[config.mk]
export PLATFORM = sky130hd
export DESIGN_NAME = stream_filter_3x3_flat
export DESIGN_NICKNAME = d
export VERILOG_FILES = /design/src/rtl/filter_pkg.sv /design/src/rtl/stream_filter_3x3_if.sv /design/src/rtl/line_buffer.sv /design/src/rtl/stream_filter_3x3.sv /design/src/flat_wrapper.sv
export SDC_FILE = /design/constraint.sdc
export NUM_CORES = 1
export LEC_CHECK = 0
export ABC_CLOCK_PERIOD_IN_PS = 12000
export CAP_MARGIN = 30
export CORE_ASPECT_RATIO = 2
export CORE_MARGIN = 4
export CORE_UTILIZATION = 63
export CTS_CLUSTER_DIAMETER = 50
export DETAILED_ROUTE_END_ITERATION = 7
export PLACE_DENSITY = 0.89
export SYNTH_ARGS = -nofsm -noshare
export SYNTH_HDL_FRONTEND = slang
export SYNTH_HIERARCHICAL = 1
export SYNTH_SLANG_ARGS = --single-unit
[constraint.sdc]
create_clock -name clk -period 12 [get_ports clk]
set_input_delay 1.8 -clock clk [delete_from_list [all_inputs] [get_ports clk]]
set_output_delay 1.8 -clock clk [all_outputs]
set_load 0.05 [all_outputs]
[src/rtl/filter_pkg.sv]
// Shared encodings and constants for the streaming 3x3 neighbourhood filter.
package filter_pkg;

  localparam logic [1:0] MODE_PASS  = 2'd0;
  localparam logic [1:0] MODE_BOX   = 2'd1;
  localparam logic [1:0] MODE_GAUSS = 2'd2;

  typedef enum logic [1:0] {
    S_IDLE  = 2'd0,
    S_RUN   = 2'd1,
    S_FLUSH = 2'd2,
    S_DRAIN = 2'd3
  } state_t;

  // Indexed [row][col]; the weights total 16, hence the shift of 4.
  localparam int GAUSS_K [3][3] = '{'{1, 2, 1}, '{2, 4, 2}, '{1, 2, 1}};
  localparam int GAUSS_SHIFT = 4;

  // 9 * (2^PIX_W - 1) and 16 * (2^PIX_W - 1) both fit in PIX_W+4 bits.
  function automatic int sum_w(input int pix_w);
    return pix_w + 4;
  endfunction

endpackage

[src/rtl/stream_filter_3x3_if.sv]
// Input and output pixel streams of the 3x3 filter; slave is the filter side.
interface stream_filter_3x3_if #(parameter int PIX_W = 8);
  logic             in_valid;
  logic             in_ready;
  logic [PIX_W-1:0] in_data;
  logic             out_valid;
  logic             out_ready;
  logic [PIX_W-1:0] out_data;
  logic             out_last;

  modport master (output in_valid, in_data, out_ready,
                  input  in_ready, out_valid, out_data, out_last);
  modport slave  (input  in_valid, in_data, out_ready,
                  output in_ready, out_valid, out_data, out_last);
endinterface

[src/rtl/line_buffer.sv]
// One-row delay line: dout is the sample written DEPTH enabled cycles earlier.
module line_buffer #(
  parameter int PIX_W = 8,
  parameter int DEPTH = 16
) (
  input  logic             clk,
  input  logic             rst,
  input  logic             en,
  input  logic [PIX_W-1:0] din,
  output logic [PIX_W-1:0] dout
);
  localparam int AW = (DEPTH > 1) ? $clog2(DEPTH) : 1;

  logic [PIX_W-1:0] mem [DEPTH];
  logic [AW-1:0]    ptr;

  // Read-before-write at the same slot gives the DEPTH-step delay.
  assign dout = mem[ptr];

  always_ff @(posedge clk)
    if (en) mem[ptr] <= din;

  always_ff @(posedge clk or posedge rst)
    if (rst)     ptr <= '0;
    else if (en) ptr <= (ptr == AW'(DEPTH - 1)) ? '0 : ptr + 1'b1;

endmodule

[src/rtl/stream_filter_3x3.sv]
// Streaming 3x3 pass/box/Gaussian filter; borders pass through unchanged.
module stream_filter_3x3
  import filter_pkg::*;
#(
  parameter int PIX_W = 8,
  parameter int IMG_W = 16,
  parameter int IMG_H = 16
) (
  input  logic                      clk,
  input  logic                      rst,
  input  logic [1:0]                mode,
  stream_filter_3x3_if.slave        s,
  output logic                      busy,
  output logic                      frame_done
);
  localparam int SW = sum_w(PIX_W);
  localparam int RW = $clog2(IMG_H);
  localparam int CW = $clog2(IMG_W);
  localparam int FW = $clog2(IMG_W + 1);

  state_t           state, state_nx;
  logic             rdy_en, in_ready, acc, step, emit, adv, out_hs;
  logic             in_last, flush_end, border;
  logic [RW-1:0]    in_row, out_row;
  logic [CW-1:0]    in_col, out_col;
  logic [FW-1:0]    flush_cnt;
  logic [1:0]       mode_q;
  logic [PIX_W-1:0] pix, res;
  logic [PIX_W-1:0] tap [3];
  logic [1:0][2:0][PIX_W-1:0] win;   // [col][row], col 0 oldest
  logic [2:0][2:0][PIX_W-1:0] wc;
  logic [SW-1:0]    box, gss;
  logic             out_valid, out_last;
  logic [PIX_W-1:0] out_data;

  assign s.in_ready  = in_ready;
  assign s.out_valid = out_valid;
  assign s.out_data  = out_data;
  assign s.out_last  = out_last;

  assign adv       = !out_valid || s.out_ready;
  assign out_hs    = out_valid && s.out_ready;
  assign acc       = s.in_valid && in_ready;
  assign in_last   = (in_row == RW'(IMG_H - 1)) && (in_col == CW'(IMG_W - 1));
  assign flush_end = (flush_cnt == FW'(IMG_W));

  // Two cascaded row delays: tap[1] is row r-1, tap[2] is row r-2.
  assign tap[0] = pix;
  for (genvar i = 0; i < 2; i++) begin : g_lb
    line_buffer #(.PIX_W(PIX_W), .DEPTH(IMG_W)) u_lb (
      .clk(clk), .rst(rst), .en(step), .din(tap[i]), .dout(tap[i+1])
    );
  end

  always_ff @(posedge clk or posedge rst)
    if (rst) state <= S_IDLE;
    else     state <= state_nx;

  always_comb begin
    state_nx = state;
    case (state)
      S_IDLE:  if (acc)                  state_nx = S_RUN;
      S_RUN:   if (acc && in_last)       state_nx = S_FLUSH;
      S_FLUSH: if (adv && flush_end)     state_nx = S_DRAIN;
      S_DRAIN: if (out_hs && out_last)   state_nx = S_IDLE;
      default:                           state_nx = S_IDLE;
    endcase
  end

  always_comb begin
    in_ready = 1'b0;
    step     = 1'b0;
    pix      = s.in_data;
    case (state)
      S_IDLE, S_RUN: begin
        in_ready = rdy_en && adv;
        step     = s.in_valid && in_ready;
      end
      S_FLUSH: begin
        step = adv;
        pix  = '0;
      end
      default: ;
    endcase
    // Output k appears once raster step k+IMG_W+1 has happened.
    emit = step && (state == S_FLUSH || in_row >= RW'(2) ||
                    (in_row == RW'(1) && in_col != '0));
    busy = (state != S_IDLE);
  end

  assign wc[0] = win[0];
  assign wc[1] = win[1];
  assign wc[2] = {tap[0], tap[1], tap[2]};

  always_comb begin
    box = '0;
    gss = '0;
    for (int c = 0; c < 3; c++)
      for (int r = 0; r < 3; r++) begin
        box += SW'(wc[c][r]);
        gss += SW'(wc[c][r]) * SW'(GAUSS_K[r][c]);
      end
    border = (out_row == '0) || (out_row == RW'(IMG_H - 1)) ||
             (out_col == '0) || (out_col == CW'(IMG_W - 1));
    case (mode_q)
      MODE_BOX:   res = PIX_W'(box / SW'(9));
      MODE_GAUSS: res = PIX_W'(gss >> GAUSS_SHIFT);
      default:    res = wc[1][1];
    endcase
    if (border) res = wc[1][1];
  end

  always_ff @(posedge clk)
    if (step) win <= {wc[2], wc[1]};

  always_ff @(posedge clk or posedge rst) begin
    if (rst) begin
      rdy_en     <= 1'b0;
      mode_q     <= MODE_PASS;
      in_row     <= '0;
      in_col     <= '0;
      out_row    <= '0;
      out_col    <= '0;
      flush_cnt  <= '0;
      out_valid  <= 1'b0;
      out_data   <= '0;
      out_last   <= 1'b0;
      frame_done <= 1'b0;
    end else begin
      rdy_en     <= 1'b1;
      frame_done <= (state == S_DRAIN) && out_hs && out_last;
      if (state == S_IDLE && acc) mode_q <= mode;
      if (acc) begin
        if (in_col == CW'(IMG_W - 1)) begin
          in_col <= '0;
          in_row <= in_last ? '0 : in_row + 1'b1;
        end else begin
          in_col <= in_col + 1'b1;
        end
      end
      if (state == S_FLUSH && step)
        flush_cnt <= flush_end ? '0 : flush_cnt + 1'b1;
      if (emit) begin
        out_valid <= 1'b1;
        out_data  <= res;
        out_last  <= (out_row == RW'(IMG_H - 1)) && (out_col == CW'(IMG_W - 1));
        if (out_col == CW'(IMG_W - 1)) begin
          out_col <= '0;
          out_row <= (out_row == RW'(IMG_H - 1)) ? '0 : out_row + 1'b1;
        end else begin
          out_col <= out_col + 1'b1;
        end
      end else if (s.out_ready) begin
        out_valid <= 1'b0;
        out_last  <= 1'b0;
      end
    end
  end

endmodule

[src/flat_wrapper.sv]
// flat-port wrapper written by rule: the top's interface ports become plain ports
module stream_filter_3x3_flat import filter_pkg::*;
#(
  parameter int PIX_W = 8,
  parameter int IMG_W = 16,
  parameter int IMG_H = 16
)
  (clk, rst, mode, busy, frame_done, s_in_valid, s_in_data, s_out_ready, s_in_ready, s_out_valid, s_out_data, s_out_last);
  stream_filter_3x3_if #(.PIX_W(PIX_W)) s_i ();
  input  logic clk;
  input  logic rst;
  input  logic [1:0] mode;
  output logic busy;
  output logic frame_done;
  input wire logic [$bits(s_i.in_valid)-1:0] s_in_valid;
  input wire logic [$bits(s_i.in_data)-1:0] s_in_data;
  input wire logic [$bits(s_i.out_ready)-1:0] s_out_ready;
  output wire logic [$bits(s_i.in_ready)-1:0] s_in_ready;
  output wire logic [$bits(s_i.out_valid)-1:0] s_out_valid;
  output wire logic [$bits(s_i.out_data)-1:0] s_out_data;
  output wire logic [$bits(s_i.out_last)-1:0] s_out_last;
  assign s_i.in_valid = s_in_valid;
  assign s_i.in_data = s_in_data;
  assign s_i.out_ready = s_out_ready;
  assign s_in_ready = s_i.in_ready;
  assign s_out_valid = s_i.out_valid;
  assign s_out_data = s_i.out_data;
  assign s_out_last = s_i.out_last;
  stream_filter_3x3 #(.PIX_W(PIX_W), .IMG_W(IMG_W), .IMG_H(IMG_H)) u_core (.clk(clk), .rst(rst), .mode(mode), .s(s_i), .busy(busy), .frame_done(frame_done));
endmodule
Word-level counts from Yosys, hierarchy flattened:

Memories as Yosys holds them, arrays and structs flattened.
Index checks and enable logic that the tools add are counted.

* word-level logic and storage cells: 118
* RAM bits: 256
* register bits after elaboration: 93
* memories: 2
* input port bits: 14

Memories
* u_core.g_lb[0].u_lb.mem: depth 16, bits a word 8, rd ports 1, clocked after Yosys merged registers in 0, wr ports 1, line line_buffer.sv:14 `logic [PIX_W-1:0] mem [DEPTH];`
* u_core.g_lb[1].u_lb.mem: depth 16, bits a word 8, rd ports 1, clocked after Yosys merged registers in 0, wr ports 1, line line_buffer.sv:14

* $add $sub $neg: 23
* multiplexer cells: 22
* divide/modulo/power cells: 1
* order comparisons: 1
* equal/unequal tests: 17
* reduce and logical (&&, ||, !) cells: 32

Operators by type and width (count)
* adder 12 x 8 -> 12 bit: 10
* adder 12 x 9 -> 12 bit: 3
* adder 4 x 1 -> 4 bit, second input constant: 6
* == test 4 bit, second input constant: 6
* 2-to-1 mux 4 bit: 6
* 2-to-1 mux 8 bit: 2
* case mux 8 bit (2 select lines): 1
* logical AND 1 bit: 15
* adder 12 x 10 -> 12 bit: 1
* divider 12 x 4 -> 12 bit, second input constant: 1
* adder 8 x 9 -> 10 bit: 1
* adder 8 x 8 -> 9 bit: 1
* logical NOT 4 bit: 2
* 2-to-1 mux 2 bit: 4
* inequality test 2 x 1 -> 1 bit, second input constant: 4
* case mux 2 bit (4 select lines): 1
* == test 2 bit, second input constant: 3
* logical OR 1 bit: 6
* 2-to-1 mux 1 bit: 6
* adder 5 x 1 -> 5 bit, second input constant: 1
* == test 5 bit, second input constant: 1
* 2-to-1 mux 5 bit: 1
* == test 2 x 1 -> 1 bit, second input constant: 2
* == test 4 x 1 -> 1 bit, second input constant: 1
* other kinds (9): 11

Logic depth before layout (Yosys ltp):

* depth after elaboration: 11
* depth in mapped cells: 36
* gate-level depth less buffers: 31

Modules after synthesis:

Netlist, hierarchy kept.

Modules (own cells, without submodules)
* line_buffer: times used 2, cells an instance 243, area each 5253.8 µm²
* stream_filter_3x3: times used 1, cells an instance 728, area each 7995.2 µm²

Worst setup path after synthesis:

No wires, ideal clock.

* path type: in2reg
* start: input s_in_data[2]
* end: register u_core.out_data[0], in the netlist u_core/s.out_data[0]
* stages: 26
* slack: 2396 ps
* setup time: 81 ps
* required time: 11919 ps
* data arrival time: 9523 ps
* path through: nor2b_1 fa_1 fa_1 fa_1 fa_1 ha_1 fa_1 a21o_1 a21oi_1 xor2_1 nor4_1 o21a_1 or2_1 buf_6 o41a_1 mux2i_4 nand2_1 a2111oi_0 a2bb2o_1 buf_4 xnor2_2 ha_1 nor2_1 or4_1 o211a_1 o211ai_2

* longest elaborated chain between the ends: 5
* elaborated cells between the ends (all ways): 6

RTL lines
* start, declared: line flat_wrapper.sv:16 `input wire logic [$bits(s_i.in_data)-1:0] s_in_data;`
* 2-to-1 mux 8 bit *: line stream_filter_3x3.sv:74 `case (state)`
* adder 12 x 8 -> 12 bit: line stream_filter_3x3.sv:100 `box += SW'(wc[c][r]);`
* divider 12 x 4 -> 12 bit: line stream_filter_3x3.sv:106 `MODE_BOX: res = PIX_W'(box / SW'(9));`
* case mux 8 bit (2 select lines) *: line stream_filter_3x3.sv:105 `case (mode_q)`
* 2-to-1 mux 8 bit *: line stream_filter_3x3.sv:110 `if (border) res = wc[1][1];`
* end signal, assigned: line stream_filter_3x3.sv:145 `out_data <= res;`
* end, declared: line stream_filter_3x3.sv:34 `logic [PIX_W-1:0] out_data;`

Every way passes the cells marked *; elsewhere a longest branch is shown, timed or not.
A chain may end at the register's enable or synchronous reset.

==> impl_metrics.json <==
{
  "cts_sinks": 349,
  "synthDistinctLibCells": 95,
  "maxCapViolations": 0,
  "synth-simple-area-share": 0.0660,
  "path_max_fanout": 31,
  "cts_tree": "yes",
  "core_mm2": 0.0290,
  "fillers": 1730,
  "rsz0062_at_grt": "false",
  "io_pins": 27,
  "hold_viol_final": 0,
  "synthArstFlopShare": 0.129,
  "max-slew-margin-rel": 0.289,
  "cts_hold_buf": 0,
  "antenna_left": 0,
  "synth_edf_count": 304,
  "crit_path_start_kind": "flop",
  "ys_warn_count": 6,
  "drt_iter0_drc": 1078,
  "antenna_cells": 0,
  "yosys.area.top_type_share": 0.493,
  "die_w_um": 129,
  "synthAdderAreaFrac": 0.153,
  "setup_viol": 0,
  "yosysMostFrequentCell": "edfxtp_1",
  "postCtsSetupRepairBufs": 0,
  "fin_crit_ns": 10.89,
  "critPathKind": "reg -> reg",
  "drive_gt1_frac": 0.104,
  "grt_pass1_wl_um": 68200,
  "final_cells": 1628,
  "cts_buffers": 30,
  "syn2layout_area_growth_pct": 8.30,
  "worstSkewPairLatency_ns": 0.57,
  "clk_pin_slew_ns": 0.07,
  "io_buffer_count": 26,
  "grt_max_degree": 58,
  "num_rows": 88,
  "wirelength_um": 44100,
  "die_h_um": 250,
  "grt_pass1_vias": 11800,
  "yosysTopAreaCell": "edfxtp_1",
  "grt_overflow_total": 0,
  "dp_hpwl_um": 31100,
  "ctsResizeCount": 0,
  "fin_tns_setup_ns": 0,
  "ys_seq_area_frac": 0.554,
  "synthFlopType": "edfxtp_1",
  "dieArea_mm2": 0.0323,
  "netlist_area_mm2": 0.0185,
  "vias": 11100,
  "endpoint_kind": "flop",
  "drv_slew": 0,
  "crit_slowest_cell": "dfrtp_2",
  "dp.cells": 1572,
  "finClkSkew_ns": 0.0165,
  "ys_top_cells_by_area": "edfxtp_1, fa_1, dfrtp_1",
  "antenna_found_initial": 0,
  "synthMuxAreaShare": 0.0886,
  "clk_path_buf_depth": 3,
  "status": "complete, no violations",
  "drc": 0,
  "final-seq-area_mm2": 0.0103,
  "syn_area_per_cell_um2": 15.2,
  "cpPeakStageDelay_ns": 0.98,
  "root_buffer": "clkbuf_16",
  "netlist_top_cells_count": "edfxtp_1, fa_1, inv_1",
  "first_pass_iters": 5,
  "min_path_type": "reg -> reg",
  "synth_compound_area_frac": 0.0872,
  "place_congestion": 0.914,
  "fin_crit_sh": 0.907,
  "tightest_slew_ns": 1.06,
  "synth-seq-cells": 349,
  "multiInputGateArea_mm2": 0.00761,
  "syn-num-nets": 1390,
  "htreeDepth": 1,
  "synthCells": 1214,
  "synth_top_family_by_area": "adder cells",
  "synthXorXnorAreaFrac": 0.0155,
  "avgRoutedWirePerCell_um": 27.1,
  "critPathArrivalTime_ns": 11.38,
  "required_ns": 12.49,
  "fmax_mhz": 91.9,
  "fin_util": 0.692,
  "grt_use_total": 0.280,
  "path_common_cell": "fa_1",
  "viasPerCell": 6.85,
  "start_util": 0.639,
  "nNetsFinal": 1420
}
cell type report:
cell class | instances | area share
inverter | 90 | 0.0169
multi-input combinational | 734 | 0.380
clock buffer | 36 | 0.0406
sequential | 349 | 0.512
timing repair buffer | 39 | 0.0179
clock inverter | 20 | 0.0103
tap | 360 | 0.0225
worst paths after layout:
check | startpoint | to | slack (ns) | depth (start not counted)
setup / recovery | u_core/g_lb[0].u_lb/ptr[0] | u_core/s.out_data[0] | 1.11 | 26
hold / removal | u_core/s.out_data[6] | u_core/s.out_data[6] | 0.48 | 2
setup reg to reg | u_core/g_lb[0].u_lb/ptr[0] | u_core/s.out_data[0] | 1.11 | 26
hold reg to reg | u_core/s.out_data[6] | u_core/s.out_data[6] | 0.48 | 2
max in group asynchronous | rst | u_core/frame_done | 9.79 | 3
min in group asynchronous | rst | u_core/g_lb[0].u_lb/ptr[3] | 1.62 | 2
logic make-up after synthesis:
kind of cell,Yosys count
fa+ha+maj,163
other cells,1
compound gates,225
mux,73
flops,349
simple gates,245
buf+inv,131
xor+xnor,27
flip-flops by register name (all words and copies together), names as in the netlist:
register / count
u_core/rdy_en: 1
u_core/out_col: 4
u_core/s.out_valid: 1
u_core/in_row: 4
u_core/s.out_last: 1
u_core/in_col: 4
u_core/wc: 48
u_core/out_row: 4
u_core/frame_done: 1
u_core/s.out_data: 8
u_core/g_lb.u_lb/ptr: 8
u_core/flush_cnt: 5
u_core/state: 2
u_core/g_lb.u_lb/mem: 256
u_core/mode_q: 2
critical path, delay by kind of cell, from the launching register on:
kind                     cells  cell delay, ns
XOR/XNOR                     1            0.27
AO/OA/AOI/OAI               10            3.15
adder cells (fa/ha/maj)      7            3.30
multiplexers                 1            0.66
flip-flops                   1            0.98
AND/OR/NAND/NOR              7            2.45
cells in the final DEF (no fill, tap or decap), types with 5 or more instances in the layout:
master,n
a22oi_1,32
nor2_1,37
mux4_1,24
mux4_2,40
clkdlybuf4s50_1,26
nor3_1,13
nand2_1,84
a21o_1,6
xor2_1,5
inv_1,89
nand4_1,6
o21ai_1,5
and3_1,15
edfxtp_1,304
xnor2_1,17
buf_4,13
ha_1,56
fa_1,106
and2_1,30
o41ai_1,7
dfrtp_1,43
clkinv_1,7
nand3_1,18
nor2b_1,13
clkinv_2,6
a31oi_1,5
a211oi_1,6
nor4_1,6
clkbuf_16,31
o211ai_1,8
o21ai_0,41
a21oi_1,42
routing by layer:
metal / part of all wire / global-route usage
met1: 0.32 / 0.312
met2: 0.54 / 0.499
met3: 0.061 / 0.0320
met4: 0.078 / 0.175
met5: 0 / 0
stage by stage:
| step | cell area [µm²] | hold WS (ns) | worst slack [ns] |
|---|---|---|---|
| final | 20000 | 0.483 | 1.11 |
| after global routing | 20000 | 0.506 | 0.668 |
| after CTS | 20000 | 0.487 | 1.32 |
| after detailed placement | 19000 | 0.474 | 1.39 |
| after global placement | 19000 | 0.462 | 1.66 |
| after floorplan | 18500 | 0.461 | 2.40 |
Power is left out: the tool's default activity adds up to more than one toggle a clock period on the data nets, which glitch-free logic cannot reach.
